File: src/rtl/mips_pkg.sv
// Shared types for the MIPS CPU bus fabric.
//   arb_state_t    : bus arbiter state encoding
//   BYTEENABLE_ALL : full-word lane mask
//   arb_pick       : arbitration decision used wherever the arbiter may
//                    hand the bus to a new owner
package mips_pkg;

    typedef enum logic [1:0] {
        ARB_IDLE    = 2'd0,
        ARB_GRANT_I = 2'd1,
        ARB_GRANT_D = 2'd2
    } arb_state_t;

    localparam logic [3:0] BYTEENABLE_ALL = 4'b1111;

    // Decide the next bus owner from the current requests.
    // last_d is 1 when the D port was the most recent owner; with round
    // robin enabled the port that did not own the bus last wins a tie,
    // otherwise the D port always wins a tie.
    function automatic arb_state_t arb_pick(
        input logic i_req,
        input logic d_req,
        input logic last_d,
        input logic round_robin
    );
        arb_state_t pick;
        pick = ARB_IDLE;
        if (i_req && d_req) begin
            if (round_robin) begin
                pick = last_d ? ARB_GRANT_I : ARB_GRANT_D;
            end else begin
                pick = ARB_GRANT_D;
            end
        end else if (d_req) begin
            pick = ARB_GRANT_D;
        end else if (i_req) begin
            pick = ARB_GRANT_I;
        end
        return pick;
    endfunction

endpackage

File: src/rtl/bus_watchdog.sv
// Stall watchdog for the shared memory bus.
// Counts consecutive enabled cycles, saturating at MAX_WAIT. The error flag
// is registered on the same edge at which the count reaches MAX_WAIT and
// then stays set until reset, independent of later clears.
// Ports:
//   clk      in  clock
//   reset    in  synchronous, active-high
//   count_en in  a granted transaction is stalled this cycle
//   clear    in  restart the count (clear has priority over count_en)
//   error    out sticky stall error
module bus_watchdog #(
    parameter int unsigned MAX_WAIT = 255
) (
    input  logic clk,
    input  logic reset,
    input  logic count_en,
    input  logic clear,
    output logic error
);

    localparam int CW = $clog2(MAX_WAIT + 1);
    localparam logic [CW-1:0] MAX_CNT = CW'(MAX_WAIT);
    localparam logic [CW-1:0] ONE     = CW'(1);

    logic [CW-1:0] count;
    logic          error_q;

    always_ff @(posedge clk) begin
        if (reset) begin
            count   <= '0;
            error_q <= 1'b0;
        end else if (clear) begin
            count <= '0;
        end else if (count_en && (count != MAX_CNT)) begin
            count <= count + ONE;
            if (count == (MAX_CNT - ONE)) begin
                error_q <= 1'b1;
            end
        end
    end

    assign error = error_q;

endmodule

File: src/rtl/mips_bus_arbiter.sv
// Shares the CPU's single Avalon-MM master bus between the instruction
// fetch port (I, read-only) and the load/store port (D, read/write).
// One requester owns the bus per transaction; ownership is held until the
// memory drops waitrequest, and a watchdog flags transactions stalled for
// MAX_WAIT cycles without aborting them.
//
// Handshake: a requester holds its request (and address/data) stable until
// it sees its own waitrequest low at a rising edge; that edge completes the
// transfer. A port that is not granted always sees waitrequest high, so the
// first request from idle always stalls at least one cycle.
//
// Ports:
//   clk, reset                       clock, synchronous active-high reset
//   i_address, i_read                fetch request
//   i_waitrequest, i_readdata        fetch stall / data
//   d_address, d_read, d_write,
//   d_writedata, d_byteenable        load/store request
//   d_waitrequest, d_readdata        load/store stall / data
//   address, read, write,
//   writedata, byteenable            bus master outputs
//   waitrequest, readdata            bus slave responses
//   grant_d                          D port currently owns the bus
//   bus_error                        sticky watchdog flag
module mips_bus_arbiter
    import mips_pkg::*;
#(
    parameter bit          ROUND_ROBIN = 1'b1,
    parameter int unsigned MAX_WAIT    = 255
) (
    input  logic        clk,
    input  logic        reset,
    input  logic [31:0] i_address,
    input  logic        i_read,
    output logic        i_waitrequest,
    output logic [31:0] i_readdata,
    input  logic [31:0] d_address,
    input  logic        d_read,
    input  logic        d_write,
    input  logic [31:0] d_writedata,
    input  logic [3:0]  d_byteenable,
    output logic        d_waitrequest,
    output logic [31:0] d_readdata,
    output logic [31:0] address,
    output logic        read,
    output logic        write,
    output logic [31:0] writedata,
    output logic [3:0]  byteenable,
    input  logic        waitrequest,
    input  logic [31:0] readdata,
    output logic        grant_d,
    output logic        bus_error
);

    arb_state_t state, state_next;
    logic       last_d, last_d_next;

    logic i_req, d_req;
    logic granted, granted_req, done;

    assign i_req = i_read;
    assign d_req = d_read | d_write;

    assign granted     = (state != ARB_IDLE);
    assign granted_req = ((state == ARB_GRANT_I) && i_req) ||
                         ((state == ARB_GRANT_D) && d_req);
    assign done        = granted_req && !waitrequest;

    // ---------------- state register ----------------
    always_ff @(posedge clk) begin
        if (reset) begin
            state  <= ARB_IDLE;
            last_d <= 1'b0;
        end else begin
            state  <= state_next;
            last_d <= last_d_next;
        end
    end

    // ---------------- next state ----------------
    // A granted port that drops its request without completing forfeits the
    // bus (back to idle); a completing port lets arbitration run again in the
    // same cycle so back-to-back transfers need no idle cycle.
    always_comb begin
        state_next  = state;
        last_d_next = last_d;
        case (state)
            ARB_IDLE: begin
                state_next = arb_pick(i_req, d_req, last_d, ROUND_ROBIN);
            end
            ARB_GRANT_I: begin
                if (!i_req) begin
                    state_next = ARB_IDLE;
                end else if (!waitrequest) begin
                    state_next = arb_pick(i_req, d_req, last_d, ROUND_ROBIN);
                end
            end
            ARB_GRANT_D: begin
                if (!d_req) begin
                    state_next = ARB_IDLE;
                end else if (!waitrequest) begin
                    state_next = arb_pick(i_req, d_req, last_d, ROUND_ROBIN);
                end
            end
            default: begin
                state_next = ARB_IDLE;
            end
        endcase

        if (state_next == ARB_GRANT_D) begin
            last_d_next = 1'b1;
        end else if (state_next == ARB_GRANT_I) begin
            last_d_next = 1'b0;
        end
    end

    // ---------------- bus mux ----------------
    always_comb begin
        address       = 32'h0;
        read          = 1'b0;
        write         = 1'b0;
        writedata     = 32'h0;
        byteenable    = BYTEENABLE_ALL;
        i_waitrequest = 1'b1;
        d_waitrequest = 1'b1;
        case (state)
            ARB_GRANT_I: begin
                address       = i_address;
                read          = i_read;
                i_waitrequest = waitrequest;
            end
            ARB_GRANT_D: begin
                address       = d_address;
                // A simultaneous read and write request is treated as a write.
                read          = d_read & ~d_write;
                write         = d_write;
                writedata     = d_writedata;
                byteenable    = d_byteenable;
                d_waitrequest = waitrequest;
            end
            default: begin
            end
        endcase
    end

    // Read data is broadcast; only the port seeing waitrequest low uses it.
    assign i_readdata = readdata;
    assign d_readdata = readdata;

    assign grant_d = (state == ARB_GRANT_D);

    // ---------------- watchdog ----------------
    bus_watchdog #(
        .MAX_WAIT (MAX_WAIT)
    ) u_watchdog (
        .clk      (clk),
        .reset    (reset),
        .count_en (granted && waitrequest),
        .clear    (!granted || done),
        .error    (bus_error)
    );

endmodule

File: config.mk
export PLATFORM = sky130hd
export DESIGN_NAME = mips_bus_arbiter
export DESIGN_NICKNAME = d
export VERILOG_FILES = /design/src/rtl/mips_pkg.sv /design/src/rtl/bus_watchdog.sv /design/src/rtl/mips_bus_arbiter.sv
export SDC_FILE = /design/constraint.sdc
export NUM_CORES = 1
export LEC_CHECK = 0
export BUFFER_PORTS_ARGS = -buffer_cell sky130_fd_sc_hd__buf_2
export CAP_MARGIN = 20
export CORE_AREA = 2 2 108 110
export CTS_CLUSTER_DIAMETER = 30
export DETAILED_ROUTE_END_ITERATION = 12
export DIE_AREA = 0 0 110 112
export SLEW_MARGIN = 40
export SYNTH_ARGS = -nofsm -noshare
export SYNTH_HDL_FRONTEND = slang
export SYNTH_SLANG_ARGS = --single-unit
File: constraint.sdc
create_clock -name clk -period 2.23 [get_ports clk]
set_input_delay 0.446 -clock clk [delete_from_list [all_inputs] [get_ports clk]]
set_output_delay 0.446 -clock clk [all_outputs]
set_load 0.005 [all_outputs]
; ---- Word level (Yosys, flattened, before mapping)
; Cells that the tools add are included.
[classes]
add_sub_neg = 1
n_mul = 0
n_div = 0
order_cmp = 0
n_eq_ne = 6
shift = 0
n_mux = 21
bitwise = 4
n_reduce_logical = 15
[op_table]
columns = operator, n
row1 = 32-bit one-hot mux with 2 select lines, 1
row2 = 32-bit two-way mux, 1
row3 = 2-bit two-way mux, 10
row4 = 8-bit by 1-bit adder with 8-bit output (second input constant), 1
row5 = 8-bit == test (second input constant), 1
row6 = 8-bit inequality test (second input constant), 1
row7 = 1-bit logical AND, 6
row8 = 1-bit two-way mux, 6
row9 = 2-bit one-hot mux with 3 select lines, 1
row10 = 2-bit by 1-bit == test with 1-bit output (second input constant), 2
row11 = 2-bit == test (second input constant), 2
row12 = 4-bit two-way mux, 1
row13 = 2-bit nonzero test, 2
row14 = 3-bit AND reduction, 1
row15 = 1-bit logical NOT, 2
row16 = 2-bit logical NOT, 1
row17 = 1-bit logical OR, 2
row18 = 1-bit inverter, 2
row19 = 1-bit one-hot mux with 2 select lines, 1
row20 = 2-bit OR reduction, 1
row21 = 1-bit bitwise AND, 1
row22 = 1-bit OR, 1
[totals]
regBits = 12
latchBits = 0
ramBits = 0
mem_bits_ro = 0
input_bits = 138
output_inout_bits = 138
wordCells = 51
mem_count = 0

; ---- Depth between registers and ports, before layout
; Gate-level depths: netlist of run 1.
[depth]
ltp_word = 9
mapped_depth = 10
ltp_nobuf = 9

; ---- By module
; From an unflattened synthesis of run 1, not the netlist that was laid out.
[unflattened]
hier_cells = 277
area_unflattened_um2 = 2060.7
[by_module_without_submodules]
columns = mod, n_inst, cells_each, area_per_inst_um2, seq_area_each_um2
row1 = mips_bus_arbiter, 1, 222, 1572.8, 60.1
row2 = bus_watchdog, 1, 55, 488.0, 180.2

; ---- Worst setup path after synthesis of run 1
; OpenSTA, ideal clock, no wires.
[synth_path]
kind = register -> register
start = register state[0]
end = register last_d
setup_time_ns = 0.114
arrival_ns = 1.777
required_ns = 2.116
slack_ns = 0.339
path_stages_with_launch = 10
path_buffers = 1
synth_period_minus_slack_ns = 1.891
cell_sequence = dfxtp_1 inv_1 ha_1 clkbuf_1 o21ai_2 o21bai_1 a31o_1 ha_1 mux2i_1 nor2_1
[synth_between]
elab_cells_between_ends = 12
classes_between = eq/ne: 4 / mux: 6 / reduce/logical: 2
[synth_lines]
columns = item, line_no
row1 = from (decl), mips_bus_arbiter.sv:54  ; arb_state_t state, state_next;
row2 = from (signal assigned), mips_bus_arbiter.sv:74  ; state <= state_next;
row3 = 2-bit == test (*), n/a
row4 = named net grant_d, mips_bus_arbiter.sv:50  ; output logic grant_d,
row5 = 2-bit one-hot mux with 3 select lines (*), mips_bus_arbiter.sv:86  ; case (state)
row6 = 2-bit == test or 2-bit by 1-bit == test with 1-bit output (tied branches), "mips_bus_arbiter.sv:109, mips_bus_arbiter.sv:111"
row7 = 1-bit two-way mux or 2-bit nonzero test (tied branches), n/a
row8 = to (signal assigned), mips_bus_arbiter.sv:75  ; last_d <= last_d_next;
row9 = to (decl), mips_bus_arbiter.sv:55  ; logic last_d, last_d_next;
; The timed path passes the listed nets; every way through them passes the cells marked *.
; A chain may end at the register's enable or synchronous reset.

; ---- Worst setup path after layout of run 1
[layout_path]
start = register state[1]
end = output port address[17]
[layout_between]
elab_chain_len = 2
elab_cells_between_ends = 3
classes_between = eq/ne: 2 / mux: 1
[layout_rtl]
columns = item, line_no
row1 = 2-bit == test or 2-bit by 1-bit == test with 1-bit output (tied branches), mips_bus_arbiter.sv:125  ; case (state)
row2 = 32-bit one-hot mux with 2 select lines (*), mips_bus_arbiter.sv:125
row3 = to (decl), mips_bus_arbiter.sv:43  ; output logic [31:0] address,
; Mark *: on every way between the ends. The rest lies on a longest branch, timed or not.

==> impl_metrics.ini, run 1 <==
[run_status]
outcome = completed

[die]
die_w_um = 110
initial_core_util_pct = 17.7
ios = 276
row_count = 39
fp.coreArea_um2 = 11200
die-area_um2 = 12300
die_h_um = 112

[worst_setup_path]
crit_start = state[1]$_SDFF_PP0_
cp_slowest_cell = dfxtp_1
worstSetupEndpointType = output port
worst_ep_arrival_time_ps = 1680
startpoint_type = register
slowest_delay_ps = 400
rrSetupSlack_ps = 420
path_class = register to output port
cp_data_required_time_ps = 1780
reg2reg_from = state[1]$_SDFF_PP0_
crit_chain = inv_1 -> ha_1 -> buf_4 -> a22oi_1 -> nor2b_1 -> buf_2
crit_fanout = 21

[detailed_routing]
drt_iter0_drc = 94
drc = 0
wirelength_mm = 6.58
post_drt_via_cell_ratio = 4.17
first_pass_iters = 4
ant_nets = 0
vias = 2163
wl_per_cell_um = 12.7

[synth]
synth_area_um2 = 1980
syn-num-nets = 413
seq_area_frac_synth_pct = 12.1
synth-simple-area-share_pct = 30.8
synth_top_family_by_area = simple AND/OR/NAND/NOR gates
syn_inst = 268
yosysTopAreaCellShare_pct = 24.2
synth_compound_area_share_pct = 20.9
synthMuxAreaShare_pct = 1.51
yosys.area.top_type = buf_4
ys_ff_latch = 12
synth.area.top_cells = buf_4 (24%), dfxtp_1 (12%), a22oi_1 (12%)
synth_edf_count = 0
synth_cell_types = 38
synthArstFlopShare_pct = 0
synthAdderAreaFrac_pct = 4.42
synth_xor_area_share_pct = 1.77
yosysWarnings = 0
synth.avg_cell_area_um2 = 7.40
synthFlopType = dfxtp_1

[sta]
rsz0062_at_grt = no
finalSetupViolCount = 0
max_freq_mhz = 470
setup_tns_ps = 0
timing.final.crit_share_pct = 95.3
hold_viol_final = 0
slew_headroom_pct = 77.4
worstMarginPinSlew_ps = 339
skew_ps = 1.78
period_needed_ps = 2130
finalWorstSetupSlack_ps = 104
slew_viol_final = 0

[cts]
cts_resized = 0
clk_latency_ps = 240
cts_max_level = 1
cts_tree = done
cts_buffers = 3
hold_buffers = 0
cts_buffer_depth = 2
post-cts-setup-buffer-count = 0
path_clk_slew_ps = 40
cts.sinks = 12
clockRootBuffer = clkbuf_16

[grt]
grt_pass1_wl_mm = 9.32
antenna_found_initial = 0
grt_util_all_layers_pct = 9.49
grt_max_degree = 60
grt_overflow = 0
grt_pass1_vias = 1957

[place]
placed_area_um2 = 2570
hpwl_mm = 5.52
port_buffers = 179
gp_congestion = 0.771
dpl.cell_count = 515
place_ws_ps = 371

[finish]
layoutNonFillerInstCount = 519
area_growth_syn_to_layout_pct = 34.0
drive_above_1_share_pct = 52.1
diodes = 0
final_cell_area_um2 = 2660
fin_nets = 522
fill_cells = 1216

[flow_run]
cap_viol_max_count = 0

[power_and_ir_drop]
leakage_uw = 0.00133
power.total_uw = 1530
power.density_nw_per_um2 = 574
max-vdd-ir-drop_mv = 0.212

[min_path]
hold_start = reset
hold_path.class = primary input to register
through the flow:
step | hold WS [ps] | util [%]
after CTS | 457 | 23.8
after global routing | 458 | 23.8
after floorplan | 465 | -
after global placement | 485 | 23.0
final | 460 | 23.8
after detailed placement | 484 | 23.0
cell usage in the layout, fill, tap and decap left out, types with 2 or more instances in the layout:
master / Yosys / layout
and2_1: 35 / 35
nand2b_1: 6 / 6
nor2b_1: 33 / 33
clkbuf_16: 0 / 3
ha_1: 7 / 6
nand4_1: 3 / 3
nor2_1: 10 / 10
nand2_1: 7 / 7
nand3_1: 4 / 4
a21oi_1: 4 / 4
a31o_1: 2 / 2
buf_4: 64 / 4
a22oi_1: 32 / 32
dfxtp_1: 12 / 12
o21bai_1: 2 / 2
xnor2_1: 3 / 3
mux2i_1: 3 / 3
buf_2: 1 / 179
inv_1: 6 / 6
flip-flops by register name, summed over array words and instances (netlist names):
register and cells:
last_d 1, u_watchdog.error 1, state 2, u_watchdog.count 8
path summary, 6_finish.rpt:
kind	cells past startpoint	to
worst min register to register	2	u_watchdog.error$_SDFFE_PP0P_
worst min-delay path	2	u_watchdog.error$_SDFFE_PP0P_
worst max-delay path	6	address[17]
worst max register to register	9	last_d$_SDFFE_PP0P_
cell families (layout without fill, tap and decap cells):
family                   Yosys count  count (layout)
adder cells (fa/ha/maj)            7               7
AND/OR/NAND/NOR                  104             104
XOR/XNOR                           4               4
multiplexers                       3               3
buffers and inverters             86             194
flip-flops                        12              12
AO/OA/AOI/OAI                     52              52
final cells by class:
class                   instances  area (um^2)  area share, %
multi-input cells             170         1180           44.4
clock buffers                   4         88.8           3.34
repair buffers                184          946           35.6
inverters                       6         22.5          0.847
well taps                     143          179           6.73
flip-flops and latches         12          240           9.04
cells in the mapped netlist, drive strengths merged (2+ instances only):
master / number
buf: 65
and2: 35
nor2b: 33
a22oi: 32
clkbuf: 15
dfxtp: 12
nor2: 11
ha: 7
nand2: 7
inv: 6
nand2b: 6
a21oi: 4
nand3: 4
mux2i: 3
nand4: 3
xnor2: 3
a211oi: 2
a31o: 2
and3: 2
o21ai: 2
o21bai: 2
worst max-delay path: cells and delay by family, from the launching register on:
family          cells  cell delay, ps
flops               1             400
fa+ha+maj           1             230
simple gates        1              80
buf+inv             3             440
compound gates      1             280
report_power, final:
group          switching [uW]  internal [uW]  total [uW]
Clock                    99.2            271         370
Combinational             443            460         903
Sequential               19.4            233         252
Total                     562            964        1530
routing by layer:
layer | GRT usage [%] | share of wire, % | vias to the layer above
met5 | 0 | 0 | -
met4 | 3.63 | 1.8 | 0
li1 | - | - | 1059
met2 | 18.1 | 53 | 89
met1 | 10.4 | 38 | 1001
met3 | 1.11 | 7.2 | 14
(Power assumes the default switching activity.)
==> run 2, diff against run 1 <==
--- a/config.mk
+++ b/config.mk
@@ -5,7 +5,7 @@
 export SDC_FILE = /design/constraint.sdc
 export NUM_CORES = 1
 export LEC_CHECK = 0
-export BUFFER_PORTS_ARGS = -buffer_cell sky130_fd_sc_hd__buf_2
+export BUFFER_PORTS_ARGS = -buffer_cell sky130_fd_sc_hd__buf_4
 export CAP_MARGIN = 20
 export CORE_AREA = 2 2 108 110
 export CTS_CLUSTER_DIAMETER = 30
==> run 2 against run 1 <==
Flip-flop and latch count stayed put. Global-route usage rose by 0.97 points. Non-clock buffer count is 1 lower. Hold slack worse by 41 ps. Combinational power grew 21%. Setup slack better by 63 ps. Clock power shrank 13%. Highest routed layer unchanged. Wire length rose by 7.0%. First-iteration DRC count shrank 2.1%. Sequential power hardly changed. Total power increased by 8.8%. Critical path type unchanged. Final cell count decreased by 0.39%.
==> impl_metrics.ini, run 2 (synthesis results as in run 1) <==
[run_status]
outcome = completed

[place]
port_buffers = 179
gp_congestion = 0.789
hpwl_mm = 5.84
placed_area_um2 = 3020

[cts]
post-cts-setup-buffer-count = 0
cts.sinks = 12
clk_latency_ps = 240
cts_buffer_depth = 2
cts_tree = done
cts_max_level = 1
path_clk_slew_ps = 40
clockRootBuffer = clkbuf_16
cts_buffers = 3
hold_buffers = 0

[die]
fp.coreArea_um2 = 11200
die_h_um = 112
initial_core_util_pct = 17.7
die-area_um2 = 12300
ios = 276
die_w_um = 110
row_count = 39

[detailed_routing]
ant_nets = 0
wl_per_cell_um = 13.6
first_pass_iters = 4
post_drt_via_cell_ratio = 4.11
drt_iter0_drc = 92
drc = 0
vias = 2124
wirelength_mm = 7.04

[flow_run]
cap_viol_max_count = 0

[min_path]
hold_start = reset
hold_path.class = primary input to register

[grt]
grt_max_degree = 60
grt_overflow = 0
grt_pass1_wl_mm = 10.2
antenna_found_initial = 0
grt_pass1_vias = 2017
grt_util_all_layers_pct = 10.5

[finish]
fin_nets = 521
area_growth_syn_to_layout_pct = 56.5
largest_reg_flops = 8
diodes = 0
largestRegisters = u_watchdog.count x8, state x2
drive_above_1_share_pct = 52.1
final_cell_mix = buf_4 (180), and2_1 (35), nor2b_1 (33), a22oi_1 (32), dfxtp_1 (12)
final_cell_area_um2 = 3100
layout_commonest_cell = buf_4
top_register = u_watchdog.count

[worst_setup_path]
crit_fanout = 32
startpoint_type = register
path_class = register to output port
crit_start = state[1]$_SDFF_PP0_
worstSetupEndpointType = output port
worst_ep_arrival_time_ps = 1620
reg2reg_from = state[1]$_SDFF_PP0_
cp_data_required_time_ps = 1780

[sta]
worstMarginPinSlew_ps = 344
skew_ps = 2.22
period_needed_ps = 2060
finalSetupViolCount = 0
max_freq_mhz = 485
slew_headroom_pct = 77.1
setup_tns_ps = 0
rsz0062_at_grt = no
hold_viol_final = 0
timing.final.crit_share_pct = 92.5
slew_viol_final = 0

[power_and_ir_drop]
max-vdd-ir-drop_mv = 0.249
power.density_nw_per_um2 = 535
leakage_uw = 0.00142
[run 2: changes by cell type in the layout (fill, tap and decap cells not counted)]
cell,change
buf_4,+176
buf_6,+1
ha_1,-1
clkbuf_8,-1
buf_12,+1
ha_2,+1
buf_2,-179
[run 2: final cells by class]
class,count,area [um^2]
Clock buffer,3,75.1
Fill cell,1204,8070
Inverter,6,22.5
Multi-Input combinational cell,170,1180
Sequential cell,12,240
Tap cell,143,179
Timing Repair Buffer,183,1400
[run 2: critical path, cell delays in order, from the launching register on]
cell	delay, ps
dfxtp_1	370
inv_1	80
ha_1	240
buf_6	200
a22oi_1	250
nor2b_1	80
buf_4	140
[run 2: worst paths after layout]
path,slack [ps],cells after the start,endpoint
hold reg to reg,490,2,u_watchdog.error$_SDFFE_PP0P_
setup reg to reg,390,9,last_d$_SDFFE_PP0P_
hold / removal,420,2,u_watchdog.error$_SDFFE_PP0P_
setup / recovery,170,6,address[17]
[run 2: through the flow]
step                      setup slack [ps]  total power (uW)  util, %  hold WS (ps)  std cells
after floorplan                        339               871        -           465        268
after global placement                 351              1330     27.0           487        514
after detailed placement               323              1350     27.0           489        514
after CTS                             64.1              1680     27.7           413        517
after global routing                  23.7              1790     27.8           425        517
final                                  167              1660     27.8           419        517
[run 2: power breakdown]
| part | total (uW) | internal (uW) | leakage (uW) | switching (uW) |
|---|---|---|---|---|
| Combinational | 1090 | 621 | 0.00129 | 465 |
| Sequential | 252 | 233 | 0.0000973 | 18.6 |
| Clock | 321 | 233 | 0.0000370 | 88.2 |
[run 2: repair_timing]
| item | CTS | global route |
|---|---|---|
| resized for setup | 0 | 2 |
| hold endpoints to repair | 0 | 0 |
| setup endpoints to repair | 0 | 2 |
[run 2: per-layer routing]
| metal | vias up | routed length, um | GRT usage [%] |
|---|---|---|---|
| li1 | 1053 | - | - |
| met1 | 966 | 2670 | 11.9 |
| met2 | 89 | 3650 | 19.1 |
| met3 | 16 | 570 | 1.87 |
| met4 | 0 | 144 | 3.71 |
| met5 | - | 0 | 0 |
